--- src/rtl/pwm_pkg.sv ---
// Shared definitions for the PWM generator / capture pair.
// The capture FSM state type and the default counter width live here so both
// sides of a loopback agree on sizing.
package pwm_pkg;

    // Default counter width shared with the PWM generator.
    localparam int PWM_WIDTH = 8;

    // Capture FSM states.
    typedef enum logic [1:0] {
        IDLE    = 2'd0,
        ARMED   = 2'd1,
        MEASURE = 2'd2
    } pwm_state_t;

endpackage : pwm_pkg

--- src/rtl/pwm_capture_if.sv ---
// Bundle of the pwm_capture control/result signals.
// slave : the capture block (consumes enable and waveform, drives results)
// master: whoever controls the capture block and reads its results
interface pwm_capture_if #(
    parameter int WIDTH = pwm_pkg::PWM_WIDTH
);
    logic             io_en;
    logic             io_in;
    logic [WIDTH-1:0] io_period;
    logic [WIDTH-1:0] io_duty;
    logic             io_valid;
    logic             io_timeout;
    logic [WIDTH-1:0] io_count;

    modport slave (
        input  io_en,
        input  io_in,
        output io_period,
        output io_duty,
        output io_valid,
        output io_timeout,
        output io_count
    );

    modport master (
        output io_en,
        output io_in,
        input  io_period,
        input  io_duty,
        input  io_valid,
        input  io_timeout,
        input  io_count
    );
endinterface : pwm_capture_if

--- src/rtl/pwm_edge_sync.sv ---
// Input conditioning for pwm_capture: metastability synchronizer, optional
// glitch filter and rising-edge detect on the conditioned level.
// Optional feature macro: PWM_CAPTURE_GLITCH_FILTER_EN
//   defined   - the level only follows the synchronized input once it has been
//               stable for two consecutive cycles (adds one cycle of latency)
//   undefined - the level is the synchronized input itself
module pwm_edge_sync #(
    parameter int SYNC_STAGES = 2   // must be at least 2
) (
    input  logic clock,
    input  logic reset,
    input  logic din,
    output logic f,
    output logic rise
);

    logic [SYNC_STAGES-1:0] sync_q;
    logic [SYNC_STAGES-1:0] sync_d;
    logic                   s;
    logic                   fdly_q;     // conditioned level delayed one cycle
    logic                   fdly_d;

    // Shift chain: stage 0 samples the asynchronous pin, each later stage
    // samples the one before it.
    assign sync_d[0] = din;
    generate
        for (genvar gi = 1; gi < SYNC_STAGES; gi++) begin : g_sync
            assign sync_d[gi] = sync_q[gi-1];
        end
    endgenerate

    assign s = sync_q[SYNC_STAGES-1];

`ifdef PWM_CAPTURE_GLITCH_FILTER_EN
    logic s_prev_q;
    logic s_prev_d;

    // Accept a new level only when two consecutive synchronized samples agree;
    // otherwise keep the previously accepted level.
    always_comb begin
        s_prev_d = s;
        f        = (s == s_prev_q) ? s : fdly_q;
    end

    // Previous synchronized sample used by the stability test.
    always_ff @(posedge clock) begin
        if (reset) begin
            s_prev_q <= 1'b0;
        end else begin
            s_prev_q <= s_prev_d;
        end
    end
`else
    // No filtering: the conditioned level is the synchronized input.
    always_comb begin
        f = s;
    end
`endif

    // Delayed level and edge detect.
    always_comb begin
        fdly_d = f;
        rise   = f & ~fdly_q;
    end

    // Synchronizer chain and delayed-level register.
    always_ff @(posedge clock) begin
        if (reset) begin
            sync_q <= '0;
            fdly_q <= 1'b0;
        end else begin
            sync_q <= sync_d;
            fdly_q <= fdly_d;
        end
    end

endmodule : pwm_edge_sync

--- src/rtl/pwm_capture.sv ---
// PWM capture: measures period and high-time between consecutive rising
// edges of an asynchronous PWM input, one result per period.
// Optional feature macro: PWM_CAPTURE_GLITCH_FILTER_EN (glitch filter inside
// pwm_edge_sync; adds one cycle of latency, leaves 2+ cycle pulses unchanged).
module pwm_capture
    import pwm_pkg::*;
#(
    parameter int WIDTH       = PWM_WIDTH,
    parameter int SYNC_STAGES = 2
) (
    input  logic          clock,
    input  logic          reset,
    pwm_capture_if.slave  bus
);

    localparam logic [WIDTH-1:0] CNT_MAX = '1;

    logic             f;
    logic             rise;

    pwm_state_t       state_q, state_d;
    logic [WIDTH-1:0] cnt_q, cnt_d;
    logic [WIDTH-1:0] hi_q, hi_d;
    logic [WIDTH-1:0] period_q, period_d;
    logic [WIDTH-1:0] duty_q, duty_d;
    logic             valid_q, valid_d;
    logic             timeout_q, timeout_d;

    pwm_edge_sync #(
        .SYNC_STAGES (SYNC_STAGES)
    ) u_edge_sync (
        .clock (clock),
        .reset (reset),
        .din   (bus.io_in),
        .f     (f),
        .rise  (rise)
    );

    // Next-state and datapath: a rise always wins over saturation; saturation
    // without a rise flags a timeout and re-arms without touching the results.
    always_comb begin
        state_d   = state_q;
        cnt_d     = cnt_q;
        hi_d      = hi_q;
        period_d  = period_q;
        duty_d    = duty_q;
        valid_d   = 1'b0;
        timeout_d = timeout_q;

        if (!bus.io_en) begin
            state_d   = IDLE;
            cnt_d     = '0;
            hi_d      = '0;
            timeout_d = 1'b0;
        end else begin
            case (state_q)
                IDLE: begin
                    cnt_d   = '0;
                    hi_d    = '0;
                    state_d = ARMED;
                end
                ARMED: begin
                    if (rise) begin
                        state_d = MEASURE;
                        cnt_d   = WIDTH'(1);
                        hi_d    = WIDTH'(1);
                    end else if (cnt_q == CNT_MAX) begin
                        timeout_d = 1'b1;
                        cnt_d     = '0;
                        hi_d      = '0;
                    end else begin
                        cnt_d = cnt_q + WIDTH'(1);
                    end
                end
                MEASURE: begin
                    if (rise) begin
                        period_d  = cnt_q;
                        duty_d    = hi_q;
                        valid_d   = 1'b1;
                        timeout_d = 1'b0;
                        cnt_d     = WIDTH'(1);
                        hi_d      = WIDTH'(1);
                    end else if (cnt_q == CNT_MAX) begin
                        timeout_d = 1'b1;
                        cnt_d     = '0;
                        hi_d      = '0;
                        state_d   = ARMED;
                    end else begin
                        cnt_d = cnt_q + WIDTH'(1);
                        hi_d  = hi_q + WIDTH'(f);
                    end
                end
                default: begin
                    state_d = IDLE;
                    cnt_d   = '0;
                    hi_d    = '0;
                end
            endcase
        end
    end

    // State and result registers.
    always_ff @(posedge clock) begin
        if (reset) begin
            state_q   <= IDLE;
            cnt_q     <= '0;
            hi_q      <= '0;
            period_q  <= '0;
            duty_q    <= '0;
            valid_q   <= 1'b0;
            timeout_q <= 1'b0;
        end else begin
            state_q   <= state_d;
            cnt_q     <= cnt_d;
            hi_q      <= hi_d;
            period_q  <= period_d;
            duty_q    <= duty_d;
            valid_q   <= valid_d;
            timeout_q <= timeout_d;
        end
    end

    assign bus.io_period  = period_q;
    assign bus.io_duty    = duty_q;
    assign bus.io_valid   = valid_q;
    assign bus.io_timeout = timeout_q;
    assign bus.io_count   = cnt_q;

endmodule : pwm_capture
--- src/flat_wrapper.sv ---
// flat-port wrapper written by rule: the top's interface ports become plain ports
module pwm_capture_flat import pwm_pkg::*;
#(
    parameter int WIDTH       = PWM_WIDTH,
    parameter int SYNC_STAGES = 2
)
  (clock, reset, bus_io_en, bus_io_in, bus_io_period, bus_io_duty, bus_io_valid, bus_io_timeout, bus_io_count);
  pwm_capture_if #(.WIDTH(WIDTH)) bus_i ();
  input  logic clock;
  input  logic reset;
  input wire logic [$bits(bus_i.io_en)-1:0] bus_io_en;
  input wire logic [$bits(bus_i.io_in)-1:0] bus_io_in;
  output wire logic [$bits(bus_i.io_period)-1:0] bus_io_period;
  output wire logic [$bits(bus_i.io_duty)-1:0] bus_io_duty;
  output wire logic [$bits(bus_i.io_valid)-1:0] bus_io_valid;
  output wire logic [$bits(bus_i.io_timeout)-1:0] bus_io_timeout;
  output wire logic [$bits(bus_i.io_count)-1:0] bus_io_count;
  assign bus_i.io_en = bus_io_en;
  assign bus_i.io_in = bus_io_in;
  assign bus_io_period = bus_i.io_period;
  assign bus_io_duty = bus_i.io_duty;
  assign bus_io_valid = bus_i.io_valid;
  assign bus_io_timeout = bus_i.io_timeout;
  assign bus_io_count = bus_i.io_count;
  pwm_capture #(.WIDTH(WIDTH), .SYNC_STAGES(SYNC_STAGES)) u_core (.clock(clock), .reset(reset), .bus(bus_i));
endmodule
--- config.mk ---
export PLATFORM = sky130hd
export DESIGN_NAME = pwm_capture_flat
export DESIGN_NICKNAME = d
export VERILOG_FILES = /design/src/rtl/pwm_pkg.sv /design/src/rtl/pwm_capture_if.sv /design/src/rtl/pwm_edge_sync.sv /design/src/rtl/pwm_capture.sv /design/src/flat_wrapper.sv
export SDC_FILE = /design/constraint.sdc
export NUM_CORES = 1
export LEC_CHECK = 0
export CORE_ASPECT_RATIO = 1.25
export CORE_MARGIN = 1.5
export CORE_UTILIZATION = 55
export CTS_BUF_LIST = sky130_fd_sc_hd__clkbuf_8 sky130_fd_sc_hd__clkbuf_16
export DETAILED_ROUTE_END_ITERATION = 12
export PLACE_DENSITY_LB_ADDON = 0.2
export SLEW_MARGIN = 20
export SYNTH_ARGS = -nofsm -noshare
export SYNTH_HDL_FRONTEND = slang
export SYNTH_SLANG_ARGS = --single-unit
export TNS_END_PERCENT = 5
--- constraint.sdc ---
create_clock -name clock -period 4.6 [get_ports clock]
set_clock_uncertainty 0.15 [all_clocks]
set_input_delay 0.46 -clock clock [delete_from_list [all_inputs] [get_ports clock]]
set_output_delay 0.46 -clock clock [all_outputs]
set_load 0.005 [all_outputs]
==> results of run 1 <==
-- cell type report --
| cell class | instances | area share (%) |
|---|---|---|
| repair buffers | 29 | 14.3 |
| clock inverters | 3 | 0.739 |
| multi-input cells | 144 | 40.0 |
| inverters | 5 | 0.924 |
| clock buffers | 5 | 3.39 |
| well taps | 36 | 2.22 |
| flip-flops and latches | 39 | 38.4 |
-- worst paths after layout --
check	slack, ns	to	start	cells after the start
max	2.17	u_core.hi_q[5]$_SDFFE_PP0P_	reset	5
min	0.30	u_core.u_edge_sync.sync_q[1]$_SDFF_PP0_	u_core.u_edge_sync.sync_q[0]$_SDFF_PP0_	1
max reg2reg	2.36	u_core.bus.io_period[3]$_SDFFE_PP0P_	u_core.u_edge_sync.sync_q[1]$_SDFF_PP0_	4
min reg2reg	0.30	u_core.u_edge_sync.sync_q[1]$_SDFF_PP0_	u_core.u_edge_sync.sync_q[0]$_SDFF_PP0_	1
-- logic make-up after synthesis --
logic type	Yosys count	share of synthesized area [%]
simple gates	93	27.6
flops	39	47.1
mux	1	0.604
xor+xnor	6	3.17
fa+ha+maj	6	4.53
buf+inv	15	3.85
compound gates	38	13.1
-- flip-flops by register name (all words and copies together) (netlist names) --
name,flops
u_core.bus.io_count,8
u_core.bus.io_duty,8
u_core.bus.io_period,8
u_core.bus.io_timeout,1
u_core.bus.io_valid,1
u_core.hi_q,8
u_core.state_q,2
u_core.u_edge_sync.fdly_q,1
u_core.u_edge_sync.sync_q,2
-- power by group --
| group | leakage [nW] | switching, mW | internal [mW] |
|---|---|---|---|
| Clock | 0.0477 | 0.118 | 0.104 |
| Combinational | 0.298 | 0.0143 | 0.00812 |
| Sequential | 0.315 | 0.00169 | 0.339 |
| Total | 0.661 | 0.134 | 0.451 |
-- layer usage --
layer,part of all wire (%),global-route usage [%]
met1,43,24.1
met2,51,41.8
met3,4.4,6.31
met4,1.6,9.54
met5,0,0
-- stage by stage --
step                      util [%]  worst slack [ns]  instance area [um2]  instances  total power [mW]
after global routing          69.6              2.04                 2030        261             0.609
after global placement        66.8              1.94                 1950        253             0.370
final                         69.6              2.17                 2030        261             0.585
after floorplan                  -              2.77                 1660        198             0.364
after CTS                     69.6              2.15                 2030        261             0.589
after detailed placement      66.8              1.85                 1950        253             0.371
-- layout by cell type (no fill, tap or decap), drive strengths merged, types with 2 or more instances in the layout --
cell,instances
clkinv,3
nand2b,2
a21oi,23
xor2,5
nor2b,5
or3,3
ha,6
and3,3
o211ai,2
nand2,43
o21ai,7
or2,2
nand4,4
nor3,3
inv,5
clkdlybuf4s50,29
nor2,11
dfxtp,39
clkbuf,5
nand3,12
==> summary.md, run 1 <==
| Metric | Value |
|---|---|
| Initial antenna violation count | `0` |
| Post-synth EDFFs | `0` |
| Max-slew headroom | `51.9%` |
| Cell accounting for the most synthesized area | `dfxtp_1` |
| Pwr/cell area | `288 nW/um2` |
| Count leader, synth | `nand2_1` |
| Max FO, Critical Path | `21` |
| Top FF cell, synth | `dfxtp_1` |
| Critical path, cell by cell | `clkdlybuf4s50_1 -> nand2b_1 -> nor4_4 -> or4b_1 -> nand3_1` |
| Synth cell types | `37` |
| Crit-path leading delay family | `simple AND/OR/NAND/NOR gates` |
| H-Tree Depth | `2` |
| CTS max path bufs | `2` |
| CP Buf/Inv Count | `1` |
| Sequential Area | `781 um2` |
| Post-route DRC | `0` |
| Initial core utilization | `56.8%` |
| Die height | `64.4 um` |
| Yosys warning total | `0` |
| WS Path Type | `input port to flip-flop` |
| Async SR Flop Fraction | `0%` |
| Via count | `1448` |
| Clock Latency Late Sink | `0.29 ns` |
| Sink Count | `39` |
| Global router's overall resource usage | `23.1%` |
| CTS tree | `built` |
| Post-synth top cells | `nand2_1, dfxtp_1, a21oi_1, nand3_1, nor2_1` |
| CTS root buffer | `clkbuf_8` |
| Syn_area_per_cell | `8.37 um2` |
| Post-CTS Setup Inserts | `0` |
| Ant. Diodes | `0` |
| Hold Path Class | `flip-flop to flip-flop` |
| GRT overflow | `0` |
| RePlAce Congestion | `0.755` |
| Area delta synth->final | `22.6%` |
| Die area | `3350 um2` |
| Period utilisation layout | `52.8%` |
| Tightest Pin Transition | `0.720 ns` |
| Count of final setup violators | `0` |
| Pin count of the biggest net entering global routing | `22` |
| Worst path arrival time | `2.52 ns` |
| Setup TNS Final | `0 ns` |
| Yosys top cell area share | `47.1%` |
| Global-route wire length before repair | `5710 um` |
| Post-synth net total | `208` |
| Area of the core | `2920 um2` |
| Vias per cell | `5.55` |
| Top Ports | `30` |
| Synth Instances | `198` |
| Slowest-stage cell, CP | `clkdlybuf4s50_1` |
| Max-slew violation count | `0` |
| Clock-pin transition on the worst setup and hold timing paths | `0.08 ns` |
| DR WL/cell | `13.3 um` |
| Worst Path Required | `4.69 ns` |
| Outcome | `finished clean` |
| Flops & latches, synth | `39` |
| Layout filler cell count | `255` |
| Max VDD drop | `0.219 mV` |
| Hold Fails Final Rpt | `0` |
| CTS resizes | `0` |
| Area of the multi-input gates | `813 um2` |
| Die W | `52.1 um` |
| Hpwl dp | `2520 um` |
| Maximum clock rate | `412 MHz` |
| Vias in the first global route | `1373` |
| Nets | `234` |
| Port Buf Inserts | `29` |
| Setup repair after global routing missed its margin | `false` |
| Layout cells sized above 1 | `5.78%` |
| MaxCap Viol Count | `0` |
| Netlist Area Pre-Place | `1660 um2` |
| Part of the Yosys area used for sequential elements | `47.1%` |
| Main area contributors after synthesis | `dfxtp_1, nand2_1, a21oi_1, ha_1, nand3_1` |
| TritonCTS Buffers | `5` |
| Shortest period the worst path allows | `2.43 ns` |
| Drt total wl | `3470 um` |
| Startpoint Class | `input port` |
| DRT iter0 DRCs | `27` |
| CTS hold repair buffers | `0` |
| DRT antenna net count | `0` |
| Slowest cell delay on critical path | `0.77 ns` |
| Initial DRT Pass Iterations | `4` |
| Final hold slack | `0.301 ns` |
| LEAKAGE | `0.661 nW` |
| Crit end category | `flip-flop` |
| Row cnt | `22` |
(Power assumes the default switching activity.)
==> run 2, diff against run 1 <==
--- a/config.mk
+++ b/config.mk
@@ -7,7 +7,7 @@
 export LEC_CHECK = 0
 export CORE_ASPECT_RATIO = 1.25
 export CORE_MARGIN = 1.5
-export CORE_UTILIZATION = 55
+export CORE_UTILIZATION = 51
 export CTS_BUF_LIST = sky130_fd_sc_hd__clkbuf_8 sky130_fd_sc_hd__clkbuf_16
 export DETAILED_ROUTE_END_ITERATION = 12
 export PLACE_DENSITY_LB_ADDON = 0.2
==> constraint.sdc (replaced) <==
create_clock -name clock -period 2.4 [get_ports clock]
set_clock_uncertainty 0.15 [all_clocks]
set_input_delay 0.24 -clock clock [delete_from_list [all_inputs] [get_ports clock]]
set_output_delay 0.24 -clock clock [all_outputs]
set_load 0.005 [all_outputs]
==> run 2 against run 1 <==
Compared with the run above: routed wire length rose by 2.3%; first-iteration DRC count rose by 140%; worst setup slack got worse by 1.9 ns; design area rose by 3.1%; hold slack got worse by 0.011 ns; sequential power rose by 91%; total power rose by 110%; die area rose by 7.4%; via count rose by 1.8%; largest power group unchanged; highest routed layer unchanged.
==> summary.md, run 2 (synthesis gave the netlist of run 1 again) <==
| Metric | Value |
|---|---|
| Finished Cell Area | `2100 um2 (was 2030 um2)` |
| Outcome | `finished clean (unchanged)` |
| Max-slew violation count | `0 (unchanged)` |
| Worst path arrival time | `2.23 ns (was 2.52 ns)` |
| Die height | `66.7 um (was 64.4 um)` |
| H-Tree Depth | `2 (unchanged)` |
| Period utilisation layout | `89.8%` |
| Hold endpoint | `u_core.u_edge_sync.sync_q[1]$_SDFF_PP0_ (unchanged)` |
| Area of the core | `3030 um2 (was 2920 um2)` |
| CTS max path bufs | `2 (unchanged)` |
| Max FO, Critical Path | `11 (was 21)` |
| Global router's overall resource usage | `22.9% (was 23.1%)` |
| LEAKAGE | `0.694 nW (was 0.661 nW)` |
| DP Area | `1980 um2 (was 1950 um2)` |
| Post-layout util | `69.2% (was 69.6%)` |
| Max VDD drop | `0.570 mV (was 0.219 mV)` |
| WS Path Type | `flip-flop to flip-flop (was input port to flip-flop)` |
| GRT overflow | `0 (unchanged)` |
| Die area | `3600 um2 (was 3350 um2)` |
| Area delta synth->final | `26.4% (was 22.6%)` |
| DR WL/cell | `13.4 um (was 13.3 um)` |
| Crit-path leading delay family | `simple AND/OR/NAND/NOR gates (unchanged)` |
| Startpoint Class | `flip-flop (was input port)` |
| CTS tree | `built (unchanged)` |
| Dpl cells | `257 (was 253)` |
| Maximum clock rate | `464 MHz` |
| Via count | `1474 (was 1448)` |
| Layout cells sized above 1 | `7.42% (was 5.78%)` |
| RePlAce Congestion | `0.860 (was 0.755)` |
| Drt total wl | `3550 um (was 3470 um)` |
| CTS root buffer | `clkbuf_8 (unchanged)` |
| Tightest Pin Transition | `0.760 ns (was 0.720 ns)` |
| Global-route wire length before repair | `6030 um (was 5710 um)` |
| Setup repair after global routing missed its margin | `false (unchanged)` |
| DRT antenna net count | `0 (unchanged)` |
| DRT iter0 DRCs | `64 (was 27)` |
| Initial antenna violation count | `0 (unchanged)` |
| Initial core utilization | `54.8% (was 56.8%)` |
| Layout Cells excl Fill | `265 (was 261)` |
| R2r setup slk | `0.24 ns (was 2.36 ns)` |
| Top Ports | `30 (unchanged)` |
| Shortest period the worst path allows | `2.16 ns` |
| Crit end category | `flip-flop (unchanged)` |
| Hold Path Class | `flip-flop to flip-flop (unchanged)` |
| Min-Delay Path Depth | `1 (unchanged)` |
| Tot Pwr | `1.26 mW (was 0.585 mW)` |
| Row cnt | `22 (unchanged)` |
| Nets | `238 (was 234)` |
| Slowest cell delay on critical path | `0.55 ns (was 0.77 ns)` |
| R2R cell count | `5 (was 4)` |
| Sink Count | `39 (unchanged)` |
| Ant. Diodes | `0 (unchanged)` |
| Max-slew headroom | `49.2% (was 51.9%)` |
| TritonCTS Buffers | `5 (unchanged)` |
| MaxCap Viol Count | `0 (unchanged)` |
| CTS hold repair buffers | `0 (unchanged)` |
| Leading cell types in the layout, fill and taps excluded | `nand2_1, dfxtp_1, clkdlybuf4s50_1 (unchanged)` |
| CP Buf/Inv Count | `0 (was 1)` |
| Post-CTS Setup Inserts | `0 (unchanged)` |
| Worst R2R Start | `u_core.bus.io_count[0]$_SDFF_PP0_ (was u_core.u_edge_sync.sync_q[1]$_SDFF_PP0_)` |
| Port Buf Inserts | `29 (unchanged)` |
| Clock-pin transition on the worst setup and hold timing paths | `0.08 ns (about the same)` |
| Pwr/cell area | `600 nW/um2 (was 288 nW/um2)` |
| RR Endpoint | `u_core.hi_q[7]$_SDFFE_PP0P_ (was u_core.bus.io_period[3]$_SDFFE_PP0P_)` |
| Die W | `54.0 um (was 52.1 um)` |
| Initial DRT Pass Iterations | `4 (unchanged)` |
| Worst Path Required | `2.47 ns (was 4.69 ns)` |
| Hold Fails Final Rpt | `0 (unchanged)` |
| Slowest-stage cell, CP | `or4_1 (was clkdlybuf4s50_1)` |
| Vias per cell | `5.56 (was 5.55)` |
| Hold Startpoint | `u_core.u_edge_sync.sync_q[0]$_SDFF_PP0_ (unchanged)` |
| Setup TNS Final | `0 ns (unchanged)` |
| Commonest non-fill, non-tap cell in the layout | `nand2_1 (unchanged)` |
| Hpwl dp | `2580 um (was 2520 um)` |
| Vias in the first global route | `1385 (was 1373)` |
| CTS resizes | `0 (unchanged)` |
| Pin count of the biggest net entering global routing | `21 (was 22)` |
| Count of final setup violators | `0 (unchanged)` |
| Critical path, cell by cell | `ha_1 -> nand4_1 -> o211a_1 -> or4_1 -> a21oi_1 (was clkdlybuf4s50_1 -> nand2b_1 -> nor4_4 -> or4b_1 -> nand3_1)` |
| Post-route DRC | `0 (unchanged)` |
| Clock Latency Late Sink | `0.29 ns (about the same)` |
run 2: changes by cell type in the layout (fill, tap and decap cells not counted):
cell / change
buf_4: +4
bufinv_16: +1
clkbuf_8: +1
clkinv_2: -2
run 2: how the worst max path moves through the flow:
stage	startpoint	end	slack, ns	cells past startpoint
after CTS	u_core.bus.io_count[0]$_SDFF_PP0_	u_core.hi_q[7]$_SDFFE_PP0P_	0.26	5
final	u_core.bus.io_count[0]$_SDFF_PP0_	u_core.hi_q[7]$_SDFFE_PP0P_	0.24	5
after global routing	u_core.bus.io_count[0]$_SDFF_PP0_	u_core.hi_q[7]$_SDFFE_PP0P_	0.05	5
after global placement	u_core.bus.io_count[0]$_SDFF_PP0_	u_core.hi_q[7]$_SDFFE_PP0P_	0.41	5
after floorplan	u_core.bus.io_count[0]$_SDFF_PP0_	u_core.hi_q[7]$_SDFFE_PP0P_	0.57	5
after detailed placement	u_core.bus.io_count[0]$_SDFF_PP0_	u_core.hi_q[7]$_SDFFE_PP0P_	0.28	5
run 2: routing by layer:
metal / part of all wire, % / global-route usage (%) / routed length, um
met5: 0 / 0 / 0
met4: 1.4 / 8.75 / 49
met3: 4.6 / 6.73 / 162
met2: 52 / 40.1 / 1840
met1: 42 / 25.2 / 1500
run 2: per-stage QoR:
step	setup WS, ns	hold WS, ns
2_1_floorplan	0.571	0.218
3_3_place_gp	0.408	0.267
3_5_place_dp	0.283	0.278
4_1_cts	0.260	0.297
5_1_grt	0.0506	0.309
6_report	0.244	0.290
run 2: where the power goes:
group          total, mW  internal, mW  leakage [nW]  switching, mW
combinational     0.0469        0.0178         0.318         0.0291
sequential         0.653         0.650         0.315        0.00277
clock              0.557         0.336        0.0612          0.221
total               1.26          1.00         0.694          0.253
run 2: final cells by class:
| class | count | area [um2] |
|---|---|---|
| fillers | 260 | 932 |
| multi-input cells | 144 | 813 |
| flip-flops and latches | 39 | 781 |
| repair buffers | 33 | 320 |
| clock buffers | 6 | 82.6 |
| well taps | 36 | 45.0 |
| clock inverters | 2 | 35.0 |
| inverters | 5 | 18.8 |
==> run 3, diff against run 2 <==
--- a/config.mk
+++ b/config.mk
@@ -11,7 +11,7 @@
 export CTS_BUF_LIST = sky130_fd_sc_hd__clkbuf_8 sky130_fd_sc_hd__clkbuf_16
 export DETAILED_ROUTE_END_ITERATION = 12
 export PLACE_DENSITY_LB_ADDON = 0.2
-export SLEW_MARGIN = 20
+export SLEW_MARGIN = 15
 export SYNTH_ARGS = -nofsm -noshare
 export SYNTH_HDL_FRONTEND = slang
 export SYNTH_SLANG_ARGS = --single-unit
==> results of run 3 <==
Final layout, timing and power as in run 2 (identical DEF).
